## config.mk

```make
export PLATFORM = sky130hd
export DESIGN_NAME = frame_row_loader
export DESIGN_NICKNAME = d
export VERILOG_FILES = /design/src/rtl/frame_loader_pkg.sv /design/src/rtl/row_assembler.sv /design/src/rtl/frame_row_loader.sv
export SDC_FILE = /design/constraint.sdc
export NUM_CORES = 1
export LEC_CHECK = 0
export CAP_MARGIN = 5
export CORE_AREA = 10 10 77 145
export CTS_CLUSTER_SIZE = 12
export DETAILED_ROUTE_END_ITERATION = 10
export DIE_AREA = 0 0 87 155
export GPL_ROUTABILITY_DRIVEN = 0
export HOLD_SLACK_MARGIN = 0.06
export PLACE_DENSITY = 0.8
export SLEW_MARGIN = 15
export SYNTH_ARGS = -nofsm -noshare
export SYNTH_HDL_FRONTEND = slang
export SYNTH_SLANG_ARGS = --single-unit
```

## constraint.sdc

```tcl
create_clock -name clk -period 5.8 [get_ports clk]
set_clock_uncertainty 0.15 [all_clocks]
set_input_delay 1.16 -clock clk [delete_from_list [all_inputs] [get_ports clk]]
set_output_delay 1.16 -clock clk [all_outputs]
set_load 0.005 [all_outputs]
```

## src/rtl/frame_loader_pkg.sv

```systemverilog
// Shared types and default sizing for the frame row loader and its row assembler.
package frame_loader_pkg;

  typedef enum logic [1:0] {FILL, ISSUE, RELEASE} state_t;

  localparam int unsigned DEF_ROWS      = 5;
  localparam int unsigned DEF_COLS      = 5;
  localparam int unsigned DEF_MIN_DWELL = 4;
  localparam int unsigned DEF_CNT_W     = 8;

endpackage

```

## src/rtl/row_assembler.sv

```systemverilog
// Builds one ROWSxCOLS frame from row beats; resyncs on sof and flags drops and completion.
module row_assembler
  import frame_loader_pkg::*;
#(
  parameter int unsigned ROWS  = DEF_ROWS,
  parameter int unsigned COLS  = DEF_COLS,
  parameter int unsigned WIDTH = ROWS * COLS
) (
  input  logic             clk,
  input  logic             rst_n,
  input  logic             accept,
  input  logic [COLS-1:0]  row_data,
  input  logic             row_sof,
  output logic [WIDTH-1:0] frame_next,
  output logic             done,
  output logic             drop
);

  localparam int unsigned CW = $clog2(ROWS + 1);

  logic [WIDTH-1:0] frame_q;
  logic [CW-1:0]    cnt_q;
  logic [CW-1:0]    cnt_d;

  // frame_next already contains the row accepted this cycle, so a completing
  // beat can be forwarded to the consumer on the same edge.
  always_comb begin
    frame_next = frame_q;
    cnt_d      = cnt_q;
    done       = 1'b0;
    drop       = 1'b0;
    if (accept) begin
      if (row_sof) begin
        frame_next[WIDTH-1 -: COLS] = row_data;
        drop  = (cnt_q != '0);
        cnt_d = CW'(1);
      end else if (cnt_q != '0) begin
        frame_next[WIDTH - 1 - int'(cnt_q) * COLS -: COLS] = row_data;
        cnt_d = cnt_q + 1'b1;
      end
      if (cnt_d == CW'(ROWS)) begin
        done  = 1'b1;
        cnt_d = '0;
      end
    end
  end

  always_ff @(posedge clk) begin
    if (!rst_n) begin
      frame_q <= '0;
      cnt_q   <= '0;
    end else begin
      frame_q <= frame_next;
      cnt_q   <= cnt_d;
    end
  end

endmodule

```

## src/rtl/frame_row_loader.sv

```systemverilog
// Row-beat to frame loader feeding the perceptron; FSM, dwell guard and frame/drop counters.
// Optional shadow assembler under DOUBLE_BUF_EN.
module frame_row_loader
  import frame_loader_pkg::*;
#(
  parameter int unsigned ROWS      = DEF_ROWS,
  parameter int unsigned COLS      = DEF_COLS,
  parameter int unsigned WIDTH     = ROWS * COLS,
  parameter int unsigned MIN_DWELL = DEF_MIN_DWELL,
  parameter int unsigned CNT_W     = DEF_CNT_W
) (
  input  logic             clk,
  input  logic             rst_n,
  input  logic [COLS-1:0]  row_data,
  input  logic             row_sof,
  input  logic             row_valid,
  output logic             row_ready,
  output logic [WIDTH-1:0] pcp_in,
  output logic             pcp_en,
  input  logic             pcp_ready,
  output logic [CNT_W-1:0] frame_cnt,
  output logic [CNT_W-1:0] drop_cnt
);

  localparam int unsigned DW = $clog2(MIN_DWELL + 2);

  state_t           state_q;
  state_t           state_d;
  logic [DW-1:0]    dwell_q;
  logic             accept;
  logic [WIDTH-1:0] asm_frame;
  logic             asm_done;
  logic             asm_drop;
  logic             ready_d;

  assign accept = row_valid & row_ready;

`ifdef DOUBLE_BUF_EN
  logic             sel_q;
  logic             act_b;
  logic             pending_q;
  logic             pending_d;
  logic [WIDTH-1:0] frame_a;
  logic [WIDTH-1:0] frame_b;
  logic             done_a;
  logic             done_b;
  logic             drop_a;
  logic             drop_b;

  // The two assemblers swap roles when a partial shadow frame falls back to
  // FILL, so its rows keep accumulating instead of being lost.
  assign act_b = (state_q == FILL) ? sel_q : ~sel_q;

  row_assembler #(.ROWS(ROWS), .COLS(COLS), .WIDTH(WIDTH)) u_asm_a (
    .clk        (clk),
    .rst_n      (rst_n),
    .accept     (accept & ~act_b),
    .row_data   (row_data),
    .row_sof    (row_sof),
    .frame_next (frame_a),
    .done       (done_a),
    .drop       (drop_a)
  );

  row_assembler #(.ROWS(ROWS), .COLS(COLS), .WIDTH(WIDTH)) u_asm_b (
    .clk        (clk),
    .rst_n      (rst_n),
    .accept     (accept & act_b),
    .row_data   (row_data),
    .row_sof    (row_sof),
    .frame_next (frame_b),
    .done       (done_b),
    .drop       (drop_b)
  );

  assign asm_frame = act_b ? frame_b : frame_a;
  assign asm_done  = act_b ? done_b : done_a;
  assign asm_drop  = drop_a | drop_b;

  always_comb begin
    pending_d = pending_q;
    if (state_q == ISSUE && asm_done) pending_d = 1'b1;
    if (state_q == RELEASE)           pending_d = 1'b0;
    ready_d = ~pending_d;
  end
`else
  row_assembler #(.ROWS(ROWS), .COLS(COLS), .WIDTH(WIDTH)) u_asm (
    .clk        (clk),
    .rst_n      (rst_n),
    .accept     (accept),
    .row_data   (row_data),
    .row_sof    (row_sof),
    .frame_next (asm_frame),
    .done       (asm_done),
    .drop       (asm_drop)
  );

  always_comb ready_d = (state_d == FILL);
`endif

  always_comb begin
    state_d = state_q;
    case (state_q)
      FILL:    if (asm_done) state_d = ISSUE;
      ISSUE:   if (dwell_q == DW'(MIN_DWELL) && pcp_ready) state_d = RELEASE;
      RELEASE: begin
        state_d = FILL;
`ifdef DOUBLE_BUF_EN
        if (pending_q || asm_done) state_d = ISSUE;
`endif
      end
      default: state_d = FILL;
    endcase
  end

  always_ff @(posedge clk) begin
    if (!rst_n) begin
      state_q   <= FILL;
      dwell_q   <= '0;
      pcp_en    <= 1'b0;
      pcp_in    <= '0;
      frame_cnt <= '0;
      drop_cnt  <= '0;
      row_ready <= 1'b0;
`ifdef DOUBLE_BUF_EN
      sel_q     <= 1'b0;
      pending_q <= 1'b0;
`endif
    end else begin
      state_q   <= state_d;
      row_ready <= ready_d;
      pcp_en    <= (state_d == ISSUE);
      if (asm_drop && drop_cnt != '1) drop_cnt <= drop_cnt + 1'b1;
      if (state_q == ISSUE && state_d == RELEASE) frame_cnt <= frame_cnt + 1'b1;
      if (state_d == ISSUE && state_q != ISSUE) begin
        pcp_in  <= asm_frame;
        dwell_q <= '0;
      end else if (state_q == ISSUE && dwell_q != DW'(MIN_DWELL)) begin
        dwell_q <= dwell_q + 1'b1;
      end
`ifdef DOUBLE_BUF_EN
      pending_q <= pending_d;
      if (state_q == RELEASE && state_d == FILL) sel_q <= ~sel_q;
`endif
    end
  end

endmodule

```

# Yosys cells after proc, flatten, opt, wreduce, memory -nomap -nowiden

Cells that the tools add are included.

Output and inout port bits: 43
Register bits after elaboration: 76
Word-level logic and storage cells: 53
Input bits: 10

$mul: 1
Shifts and indexed selects: 2
Bitwise gates (word level): 2
Eq/ne operators: 8
Reductions and logical operators: 9
Multiplexer cells: 16
Add/sub/neg operators: 6

Operator list:

| kind                    | count |
|---|---|
| $mux 25                 | 2 |
| $neg 32->34             | 1 |
| $shift 5x34->29 const A | 1 |
| $shiftx 5x34->29        | 1 |
| $bwmux 25               | 1 |
| $mux 20                 | 1 |
| $add 8x1->8 const B     | 2 |
| $mux 3                  | 4 |
| $ne 8x8->1 const B      | 1 |
| $sub 5x6->7 const A     | 1 |
| $add 3x1->3 const B     | 2 |
| $eq 3x3->1 const B      | 2 |
| $mul 3x3->6 const B     | 1 |
| $logic_and 1x1->1       | 5 |
| $mux 5                  | 1 |
| $eq 2x1->1 const B      | 2 |
| $logic_not 2->1         | 2 |
| $mux 1                  | 4 |
| $mux 2                  | 2 |
| $pmux 2 s2              | 1 |
| $ne 3x3->1 const B      | 1 |
| $reduce_bool 3->1       | 1 |
| $eq 2x2->1 const B      | 1 |
| $ne 2x1->1 const B      | 1 |
| 3 further kinds         | 3 |

# Depth between registers and ports, before layout

Gate-level depths: netlist of run 1.

Depth in word-level cells: 12
Mapped depth: 22
Gate-level depth less buffers: 16

# Modules after synthesis

Synthesis of run 1 repeated with hierarchy kept, for this count alone.

Cell total of the unflattened synthesis: 608
Area, all modules: 4839.6 µm²

Modules (own cells, without submodules):

| module           | instances | sequential area each (µm²) | cells an instance | area each (µm²) |
|---|---|---|---|---|
| row_assembler    | 1         | 560.5                      | 381               | 2934.1 |
| frame_row_loader | 1         | 960.9                      | 227               | 1905.6 |

# Least setup slack after synthesis of run 1

OpenSTA, ideal clock, no wires.

Path type: reg-to-reg
From: register u_asm.cnt_q[0]
To: register pcp_in[22]
Cell stages (with the launch flop): 22
Library setup time: 0.116 ns
Setup slack: 0.560 ns
Required time: 5.534 ns
Period minus slack after synthesis: 5.240 ns
Path buffers: 5
Arrival: 4.973 ns
Cell sequence: dfxtp_1 clkbuf_1 clkinv_1 ha_1 buf_2 buf_2 inv_1 ha_1 or3b_1 and2_4 buf_6 or3_2 inv_1 ha_1 buf_6 or4b_4 nor3_4 o2111a_2 nand3_2 or4_1 o31a_1 o211a_1

Longest elaborated chain between the ends: 11
Elaborated cells on any way between the ends: 21
Classes of those cells: add/sub (3); mul (1); eq/ne (2); shift (2); mux (11); reduce/logical (2)

RTL lines:

| element                                                              | RTL line                | RTL |
|---|---|---|
| start: declaration                                                   | row_assembler.sv:22     | `logic [CW-1:0] cnt_q;` |
| start signal: assignment                                             | row_assembler.sv:54     | `cnt_q <= cnt_d;` |
| parallel branches: the longest is 11 deep, another holds $neg 32->34 | --                      |  |
| end signal: assignment                                               | frame_row_loader.sv:136 | `pcp_in <= asm_frame;` |
| end: declaration                                                     | frame_row_loader.sv:18  | `output logic [WIDTH-1:0] pcp_in,` |

Parallel ways; which one is timed is not known. The select of a mux whose other input is x is not followed.
A chain may end at the register's enable or synchronous reset.

# Worst setup path in the final report of run 1

From: register u_asm.cnt_q[2]
To: register u_asm.frame_q[21]

Longest elaborated chain between the ends: 8
Elaborated cells on any way between the ends: 10
Classes of those cells: add/sub (2); mul (1); shift (2); mux (4); reduce/logical (1)

RTL lines:

| element                                             | RTL line            | RTL |
|---|---|---|
| $mul 3x3->6                                         | row_assembler.sv:38 | `frame_next[WIDTH - 1 - int'(cnt_q) * COLS -: COLS] = row_data;` |
| $sub 5x6->7                                         | row_assembler.sv:38 |  |
| $neg 32->34                                         | row_assembler.sv:38 |  |
| $shiftx 5x34->29 or $shift 5x34->29 (tied branches) | row_assembler.sv:38 |  |
| $bwmux 25                                           | row_assembler.sv:38 |  |
| $mux 25 (*)                                         | row_assembler.sv:37 | `end else if (cnt_q != '0) begin` |
| $mux 5 (*)                                          | row_assembler.sv:33 | `if (row_sof) begin` |
| $mux 25 (*)                                         | row_assembler.sv:32 | `if (accept) begin` |
| end signal: assignment                              | row_assembler.sv:53 | `frame_q <= frame_next;` |
| end: declaration                                    | row_assembler.sv:21 | `logic [WIDTH-1:0] frame_q;` |

Every way passes the cells marked *; elsewhere a longest branch is shown, timed or not.

==> results of run 1 <==
worst reg2reg max path, cell delays in order, from the launching register on:
cell	delay [ns]
dfxtp_1	0.36
ha_1	0.21
ha_1	0.38
ha_1	0.38
or3b_1	0.41
and2_4	0.19
or3_2	0.51
inv_1	0.08
ha_1	0.27
or4b_4	0.57
nor3_4	0.22
o2111ai_2	0.33
nor4_1	0.69
mux2_2	0.42
nor3_1	0.12
sequential cells by signal (all words and copies together) (netlist names):
name / count
row_ready: 1
u_asm.cnt_q: 3
drop_cnt: 8
dwell_q: 3
frame_cnt: 8
u_asm.frame_q: 25
pcp_in: 25
state_q: 2
pcp_en: 1
per-stage QoR:
step	cells	total power (uW)
detailed placement	715	837
floorplan	584	763
CTS	731	1390
global route	731	1450
finish	731	1400
global placement	715	834
cell families after synthesis:
| logic type | Yosys count | share of synthesized area |
|---|---|---|
| buffers and inverters | 59 | 0.0647 |
| adder cells (fa/ha/maj) | 21 | 0.0537 |
| flip-flops | 76 | 0.311 |
| AO/OA/AOI/OAI | 150 | 0.215 |
| AND/OR/NAND/NOR | 237 | 0.270 |
| XOR/XNOR | 24 | 0.0445 |
| multiplexers | 17 | 0.0412 |
worst paths after layout:
check                           cells past startpoint                        start  slack, ns                            to
worst max-delay path                               14  u_asm.cnt_q[2]$_SDFFE_PN0P_       0.44  u_asm.frame_q[21]$_SDFF_PN0_
worst min register to register                      2       pcp_in[9]$_SDFFE_PN0P_       0.32        pcp_in[9]$_SDFFE_PN0P_
worst max register to register                     14  u_asm.cnt_q[2]$_SDFFE_PN0P_       0.44  u_asm.frame_q[21]$_SDFF_PN0_
worst min-delay path                                2       pcp_in[9]$_SDFFE_PN0P_       0.32        pcp_in[9]$_SDFFE_PN0P_
cell type report:
cell class,instances,area (um2),share of cell area
sequential,76,1520,0.266
multi-input combinational,449,3060,0.536
tap,102,128,0.0223
clock buffer,12,246,0.0431
inverter,22,87.6,0.0153
timing repair buffer,66,626,0.109
clock inverter,4,48.8,0.00853
metal layers:
layer / global-route usage / routed length (um)
met5: 0 / 0
met4: 0.171 / 1040
met3: 0.0507 / 1010
met2: 0.390 / 7760
met1: 0.219 / 5180
Yosys cell counts (4+ instances only):
master | instances | area (um2)
dfxtp_1 | 76 | 1520
nor2_1 | 60 | 225
nand2_1 | 45 | 169
a21oi_1 | 44 | 220
nand3_1 | 36 | 180
o21ai_0 | 25 | 125
ha_1 | 21 | 263
inv_1 | 20 | 75.1
clkbuf_1 | 17 | 63.8
a211oi_1 | 14 | 105
mux2i_1 | 13 | 130
nor3_1 | 13 | 65.1
xor2_1 | 12 | 105
a31oi_1 | 11 | 68.8
nand4_1 | 11 | 68.8
xnor2_1 | 11 | 96.3
and2_1 | 7 | 43.8
buf_2 | 7 | 35.0
nor4_1 | 7 | 43.8
or3_1 | 7 | 43.8
and3_1 | 5 | 31.3
nor2b_1 | 5 | 31.3
a221oi_1 | 4 | 35.0
a41oi_1 | 4 | 35.0
buf_6 | 4 | 45.0
clkbuf_8 | 4 | 55.1
nand3b_1 | 4 | 30.0
o211ai_1 | 4 | 30.0
or4_1 | 4 | 30.0
power by group through the flow:
| stage | sequential (uW) | combinational, uW | clock, uW |
|---|---|---|---|
| 3_5_place_dp | 539 | 298 | 0 |
| 6_report | 528 | 312 | 559 |
| 5_1_grt | 528 | 335 | 582 |
| 4_1_cts | 528 | 301 | 560 |
| 2_1_floorplan | 539 | 224 | 0 |
| 3_3_place_gp | 539 | 295 | 0 |
==> results.txt, run 1 <==
setup bufs post-CTS: 0
CP max-delay cell: nor4_1
Post-DRT Antenna Nets: 0
Comb power frac: 0.223
post-synthesis register bit count: 76
Final Util: 0.644
most frequent CP cell: ha_1
CP Max Fanout: 9
aggregate negative setup slack: 0 ns
First-pass DRT Iterations: 6
Post-synth ARST share: 0
Final min period: 5.36 ns
Critical Path AT: 5.47 ns
most frequent cells in the layout: 76 x dfxtp_1, 60 x nor2_1, 52 x clkdlybuf4s50_1, 45 x nand2_1, 44 x a21oi_1
largest net degree at the start of global routing: 42
syn_area_per_cell: 8.38 um2
ys flop type: dfxtp_1
Initial Util: 0.550
Highest Clock Rate: 0.187 GHz
IO buf count: 52
Syn Inst Count: 584
drt total wl: 15,000 um
dpl cell area: 5430 um2
Post-Syn Area: 4890 um2
DR WL/cell: 20.5 um
fin nets: 655
root buffer cell: clkbuf_16
maximum clock path buffer count: 2
MaxCap Viol Count: 0
CP max stage delay: 0.69 ns
cts hold-fix bufs: 0
setup violators final: 0
CTS tree: yes
P_sw: 428 uW
clock slew at reported path FFs: 0.06 ns
Flop pwr share: 0.377
fillers: 706
Vias/cell: 6.67
Setup Crit Path Kind: reg2reg
worst-path cell chain: ha_1, ha_1, ha_1, or3b_1, and2_4, or3_2, inv_1, ha_1, or4b_4, nor3_4, o2111ai_2, nor4_1, mux2_2, nor3_1
Setup crit end kind: flip-flop
std cell rows: 49
EDFF count, synth: 0
Synth cell types: 93
Setup crit start kind: flip-flop
global-route wire length before repair: 24,800 um
TritonCTS buffer count: 9
antenna cell count: 0
IO Count: 53
WHS: 0.321 ns
PwrDens: 244 nW/um2
HPWL Detailed: 11,000 um
area grow syn2layout: 16.9%
die span in x: 87 um
slew margin rel.: 0.313
pre-CTS setup slack: 0.586 ns
Final Hold Fails: 0
detailed router's first-iteration violation count: 437
grt total ovfl: 0
die area: 13,500 um2
Die H: 155 um
TritonCTS Sinks: 76
Synth Net Count: 615
number of global-route vias before repair: 5,120
initial antenna violation count: 0
sequential share of the synthesized area: 0.311
most common cell after layout, fill and taps aside: dfxtp_1
Hold Crit Class: reg2reg
status: finished, final reports clean
Worst Max-Slew Pin Slew: 1.03 ns
fin crit share: 0.924
GRT Total Usage: 0.224
fraction of layout cells with a size suffix above 1: 0.107
Worst Path Buf+Inv: 1
routed vias: 4,873
clock share of power: 0.400
Max Slew Vio Count: 0
Core Area: 8890 um2
critical path data required time: 5.91 ns
clk_lat worst skew: 0.34 ns
Internal: 970 uW
Leakage: 0.00210 uW
RSZ-0062 raised after global routing: false
Design Area, Final: 5720 um2
post_cts resized: 0
worst vdd ir: 0.296 mV
CTS H-tree lvls: 3
worst setup margin: 0.443 ns
Sw Share: 0.306
crit-path leading delay family: simple AND/OR/NAND/NOR gates
YS warnings: 0
Post-route DRC: 0
No activity file was read; power rests on OpenSTA's default activity.
==> run 2: changes to the inputs <==
- CORE_AREA: 10 10 77 145 -> 10 10 122 91
- DIE_AREA: 0 0 87 155 -> 0 0 132 101
- PLACE_DENSITY: 0.8 -> 0.81
==> run 2 against run 1 <==
Non-clock buffer count shrank 2; first-iteration DRC count rose by 36%; global-route usage fell by 2.1 points; critical path type unchanged; largest cell class unchanged.
==> results.txt, run 2 (synthesized netlist as in run 1, its figures left out) <==
status: finished, final reports clean (unchanged)
crit path from: u_asm.cnt_q[2]$_SDFFE_PN0P_ (unchanged)
Post-Place Cells: 735 (was 715)
cts hold-fix bufs: 0 (unchanged)
reg-to-reg critical path endpoint: pcp_in[18]$_SDFFE_PN0P_ (was u_asm.frame_q[21]$_SDFF_PN0_)
Pwr Total: 1460 uW (was 1400 uW)
Critical Path AT: 5.30 ns (was 5.47 ns)
Setup Crit Path Kind: reg2reg (unchanged)
CTS H-tree lvls: 3 (unchanged)
initial antenna violation count: 0 (unchanged)
Vias/cell: 6.30 (was 6.67)
Internal: 1020 uW (was 970 uW)
Setup crit end kind: flip-flop (unchanged)
PwrDens: 253 nW/um2 (was 244 nW/um2)
Final Hold Fails: 0 (unchanged)
die span in x: 132 um (was 87 um)
post_cts resized: 0 (unchanged)
CTS tree: yes (unchanged)
detailed router's first-iteration violation count: 594 (was 437)
P_sw: 446 uW (was 428 uW)
global-route wire length before repair: 22,700 um (was 24,800 um)
critical path data required time: 5.89 ns (was 5.91 ns)
clk_lat worst skew: 0.34 ns (about the same)
Max Slew Vio Count: 0 (unchanged)
MaxCap Viol Count: 0 (unchanged)
Hold Crit Class: reg2reg (unchanged)
fraction of layout cells with a size suffix above 1: 0.107 (about the same)
fin nets: 653 (was 655)
slew margin rel.: 0.218 (was 0.313)
Comb power frac: 0.216 (was 0.223)
CP Max Fanout: 9 (unchanged)
clock share of power: 0.423 (was 0.400)
HPWL Detailed: 9800 um (was 11,000 um)
worst vdd ir: 0.176 mV (was 0.296 mV)
largest net degree at the start of global routing: 38 (was 42)
most common cell after layout, fill and taps aside: dfxtp_1 (unchanged)
Sw Share: 0.305 (was 0.306)
Final min period: 5.21 ns (was 5.36 ns)
Die H: 101 um (was 155 um)
IO buf count: 52 (unchanged)
fin crit share: 0.898 (was 0.924)
Post-route DRC: 0 (unchanged)
setup bufs post-CTS: 0 (unchanged)
std cell rows: 29 (was 49)
Setup crit end: pcp_in[18]$_SDFFE_PN0P_ (was u_asm.frame_q[21]$_SDFF_PN0_)
routed vias: 4,733 (was 4,873)
Final Util: 0.655 (was 0.644)
worst r2r path cells: 15 (was 14)
IO Count: 53 (unchanged)
WHS: 0.315 ns (was 0.321 ns)
die area: 13,300 um2 (was 13,500 um2)
clock slew at reported path FFs: 0.06 ns (about the same)
Worst Hold Depth: 2 (unchanged)
maximum clock path buffer count: 2 (unchanged)
reg-to-reg slack, setup: 0.59 ns (was 0.44 ns)
aggregate negative setup slack: 0 ns (unchanged)
area grow syn2layout: 18.0% (was 16.9%)
setup violators final: 0 (unchanged)
most frequent cells in the layout: 76 x dfxtp_1, 60 x nor2_1, 52 x clkdlybuf4s50_1, 45 x nand2_1, 44 x a21oi_1 (unchanged)
grt total ovfl: 0 (unchanged)
TritonCTS buffer count: 9 (unchanged)
drt total wl: 13,700 um (was 15,000 um)
Post-DRT Antenna Nets: 0 (unchanged)
GRT Total Usage: 0.204 (was 0.224)
RSZ-0062 raised after global routing: false (unchanged)
root buffer cell: clkbuf_16 (unchanged)
top flop regs: pcp_in: 25 flops, u_asm.frame_q: 25 flops (unchanged)
Flop pwr share: 0.361 (was 0.377)
number of global-route vias before repair: 4,664 (was 5,120)
TritonCTS Sinks: 76 (unchanged)
Leakage: 0.00211 uW (was 0.00210 uW)
Worst Max-Slew Pin Slew: 1.17 ns (was 1.03 ns)
antenna cell count: 0 (unchanged)
DR WL/cell: 18.2 um (was 20.5 um)
Initial Util: 0.555 (was 0.550)
Setup crit start kind: flip-flop (unchanged)
final std cells w/o fill: 751 (was 731)
Highest Clock Rate: 0.192 GHz (was 0.187 GHz)
worst reg2reg startpoint: u_asm.cnt_q[2]$_SDFFE_PN0P_ (unchanged)
Core Area: 8820 um2 (was 8890 um2)
First-pass DRT Iterations: 6 (unchanged)
[run 2: power by group through the flow]
stage	combinational, uW	clock (uW)	sequential (uW)
2_1_floorplan	224	0	539
3_3_place_gp	289	0	539
3_5_place_dp	299	0	539
4_1_cts	301	626	528
5_1_grt	333	648	528
6_report	316	619	528
[run 2: per-layer routing]
layer | up-vias | share of wire | track usage
met5 | - | 0 | 0
met4 | 0 | 0.029 | 0.0921
met3 | 57 | 0.11 | 0.0827
met2 | 255 | 0.43 | 0.312
met1 | 2196 | 0.43 | 0.247
li1 | 2225 | - | -
[run 2: worst min path at each step]
| stage | slack (ns) | end | from |
|---|---|---|---|
| final | 0.31 | pcp_in[17]$_SDFFE_PN0P_ | pcp_in[17]$_SDFFE_PN0P_ |
| after global routing | 0.35 | pcp_in[17]$_SDFFE_PN0P_ | pcp_in[17]$_SDFFE_PN0P_ |
| after CTS | 0.32 | pcp_in[17]$_SDFFE_PN0P_ | pcp_in[17]$_SDFFE_PN0P_ |
| after detailed placement | 0.31 | pcp_in[9]$_SDFFE_PN0P_ | pcp_in[9]$_SDFFE_PN0P_ |
| after global placement | 0.30 | pcp_in[17]$_SDFFE_PN0P_ | pcp_in[17]$_SDFFE_PN0P_ |
| after floorplan | 0.30 | u_asm.frame_q[15]$_SDFF_PN0_ | u_asm.frame_q[15]$_SDFF_PN0_ |
[run 2: critical path: stages, from the launching register on]
cell and delay (ns):
dfxtp_1 0.35, ha_1 0.19, ha_1 0.38, ha_1 0.38, or3b_1 0.40, and2_4 0.19, or3_2 0.51, inv_1 0.07
ha_1 0.27, or4b_4 0.57, nor3_4 0.23, o2111ai_2 0.31, nor3_2 0.29, and2_1 0.32, a211oi_1 0.14, a2111oi_2 0.35
[run 2: area by class of cell]
cell class                      instances  area (um2)
Tap cell                              124         155
Clock inverter                          6        95.1
Timing Repair Buffer                   64         611
Clock buffer                           10         239
Fill cell                             727        3040
Sequential cell                        76        1520
Inverter                               22        87.6
Multi-Input combinational cell        449        3060
[run 2: per-stage QoR]
| stage | setup WS (ns) | area (um2) |
|---|---|---|
| 6_report | 0.593 | 5770 |
| 5_1_grt | 0.204 | 5770 |
| 4_1_cts | 0.617 | 5770 |
| 3_5_place_dp | 0.678 | 5440 |
| 3_3_place_gp | 0.799 | 5440 |
| 2_1_floorplan | 0.560 | 4890 |
==> run 3: changes to the inputs <==
- CORE_AREA: 10 10 122 91 -> 2 2 114 83
- DIE_AREA: 0 0 132 101 -> 0 0 116 85
==> run 3 against run 2 <==
Via count grew 1.4%; largest power group unchanged; die area shrank 26%; hold slack worse by 0.0077 ns; design area up 0.11%; power fell by 0.24%; sequential power is essentially flat; first-iteration DRC count grew 7.4%; sequential share of layout area is essentially flat; critical path depth unchanged.
==> results.txt, run 3 (synthesized netlist as in run 1, its figures left out) <==
Setup Crit Path Kind: reg2reg (unchanged)
Highest Clock Rate: 0.187 GHz (was 0.192 GHz)
fillers: 727 (unchanged)
setup bufs post-CTS: 0 (unchanged)
number of global-route vias before repair: 4,696 (was 4,664)
CP max-delay cell: or4b_4 (unchanged)
Post-route DRC: 0 (unchanged)
global-route wire length before repair: 22,400 um (was 22,700 um)
clk_lat worst skew: 0.35 ns (was 0.34 ns)
CTS H-tree lvls: 3 (unchanged)
Worst Max-Slew Pin Slew: 1.04 ns (was 1.17 ns)
Post-DRT Antenna Nets: 0 (unchanged)
worst-path cell chain: ha_1, ha_1, ha_1, or3b_1, and2_4, or3_2, inv_1, ha_1, or4b_4, nor3_4, o2111ai_2, nor3_2, and2_1, a211oi_2, a2111oi_2 (was ha_1, ha_1, ha_1, or3b_1, and2_4, or3_2, inv_1, ha_1, or4b_4, nor3_4, o2111ai_2, nor3_2, and2_1, a211oi_1, a2111oi_2)
Critical Path AT: 5.42 ns (was 5.30 ns)
Die H: 85 um (was 101 um)
RSZ-0062 raised after global routing: false (unchanged)
Setup crit start kind: flip-flop (unchanged)
fin crit share: 0.921 (was 0.898)
cts hold-fix bufs: 0 (unchanged)
clock slew at reported path FFs: 0.06 ns (about the same)
CP max stage delay: 0.57 ns (about the same)
critical path data required time: 5.88 ns (was 5.89 ns)
CTS tree: yes (unchanged)
Multi-input gate area: 3060 um2 (unchanged)
worst reg2reg startpoint: u_asm.cnt_q[2]$_SDFFE_PN0P_ (unchanged)
fraction of layout cells with a size suffix above 1: 0.108 (was 0.107)
final std cells w/o fill: 752 (was 751)
top flop regs: pcp_in: 25 flops, u_asm.frame_q: 25 flops (unchanged)
most frequent cells in the layout: 76 x dfxtp_1, 60 x nor2_1, 52 x clkdlybuf4s50_1, 45 x nand2_1, 44 x a21oi_1 (unchanged)
initial antenna violation count: 0 (unchanged)
area grow syn2layout: 18.1% (was 18.0%)
Leakage: 0.00211 uW (about the same)
antenna cell count: 0 (unchanged)
crit path from: u_asm.cnt_q[2]$_SDFFE_PN0P_ (unchanged)
Max Slew Vio Count: 0 (unchanged)
maximum clock path buffer count: 2 (unchanged)
die area: 9860 um2 (was 13,300 um2)
std cell rows: 29 (unchanged)
Worst Path Buf+Inv: 1 (unchanged)
Vias/cell: 6.38 (was 6.30)
CP Max Fanout: 9 (unchanged)
routed vias: 4,801 (was 4,733)
drt total wl: 13,400 um (was 13,700 um)
largest net degree at the start of global routing: 35 (was 38)
setup violators final: 0 (unchanged)
fin nets: 654 (was 653)
TritonCTS buffer count: 9 (unchanged)
DR WL/cell: 17.8 um (was 18.2 um)
hold_sp: pcp_in[9]$_SDFFE_PN0P_ (was pcp_in[17]$_SDFFE_PN0P_)
Initial Util: 0.557 (was 0.555)
root buffer cell: clkbuf_16 (unchanged)
most frequent CP cell: ha_1 (unchanged)
crit-path leading delay family: simple AND/OR/NAND/NOR gates (unchanged)
area occupied by registers: 1520 um2 (unchanged)
grt total ovfl: 0 (unchanged)
MaxCap Viol Count: 0 (unchanged)
post_cts resized: 0 (unchanged)
slew margin rel.: 0.305 (was 0.218)
GRT Total Usage: 0.286 (was 0.204)
Core Area: 8780 um2 (was 8820 um2)
aggregate negative setup slack: 0 ns (unchanged)
status: finished, final reports clean (unchanged)
die span in x: 116 um (was 132 um)
IO Count: 53 (unchanged)
Post-Place Cells: 736 (was 735)
HPWL Detailed: 9460 um (was 9800 um)
First-pass DRT Iterations: 6 (unchanged)
TritonCTS Sinks: 76 (unchanged)
Hold Crit Class: reg2reg (unchanged)
IO buf count: 52 (unchanged)
PwrDens: 252 nW/um2 (was 253 nW/um2)
Setup crit end kind: flip-flop (unchanged)
detailed router's first-iteration violation count: 638 (was 594)
Pwr Total: 1460 uW (about the same)
worst vdd ir: 0.158 mV (was 0.176 mV)
most common cell after layout, fill and taps aside: dfxtp_1 (unchanged)
Final min period: 5.34 ns (was 5.21 ns)
Final Hold Fails: 0 (unchanged)
-- run 3: changes by cell type in the layout (fill, tap and decap cells not counted), sizes merged --
cell      before  now
clkinv         4    2
buf           12   13
clkinvlp       0    1
inv           22   23
-- run 3: cell type report --
cell class | instances | area share
multi-input cells | 449 | 0.530
flip-flops and latches | 76 | 0.263
repair buffers | 65 | 0.107
clock inverters | 6 | 0.0162
well taps | 124 | 0.0268
clock buffers | 10 | 0.0414
inverters | 22 | 0.0152
-- run 3: worst min-delay path: cells and delay by family, from the launching register on --
family          cells  cell delay [ns]
compound gates      1             0.05
simple gates        1             0.05
flops               1             0.31
-- run 3: routing by layer --
layer | track usage | vias up | share of wire
met4 | 0.0963 | 0 | 0.027
met2 | 0.452 | 279 | 0.45
met3 | 0.0864 | 44 | 0.098
met1 | 0.375 | 2245 | 0.43
met5 | 0 | - | 0
li1 | - | 2233 | -
-- run 3: worst paths after layout --
check,end,slack [ns],cells after the start
hold / removal,pcp_in[9]$_SDFFE_PN0P_,0.31,2
setup / recovery,pcp_in[2]$_SDFFE_PN0P_,0.46,15
setup reg to reg,pcp_in[2]$_SDFFE_PN0P_,0.46,15
hold reg to reg,pcp_in[9]$_SDFFE_PN0P_,0.31,2
-- run 3: stage by stage --
step | utilization | cell area, um2 | setup WS [ns] | hold slack [ns]
final | 0.658 | 5780 | 0.458 | 0.307
after global routing | 0.658 | 5780 | 0.226 | 0.341
after CTS | 0.658 | 5780 | 0.489 | 0.310
after detailed placement | 0.620 | 5450 | 0.617 | 0.300
after global placement | 0.620 | 5450 | 0.768 | 0.298
after floorplan | - | 4890 | 0.560 | 0.297
-- run 3: where the power goes --
group / leakage [uW] / switching (uW) / internal [uW]
clock network: 0.000160 / 231 / 392
registers: 0.000613 / 2.27 / 526
logic: 0.00134 / 208 / 100
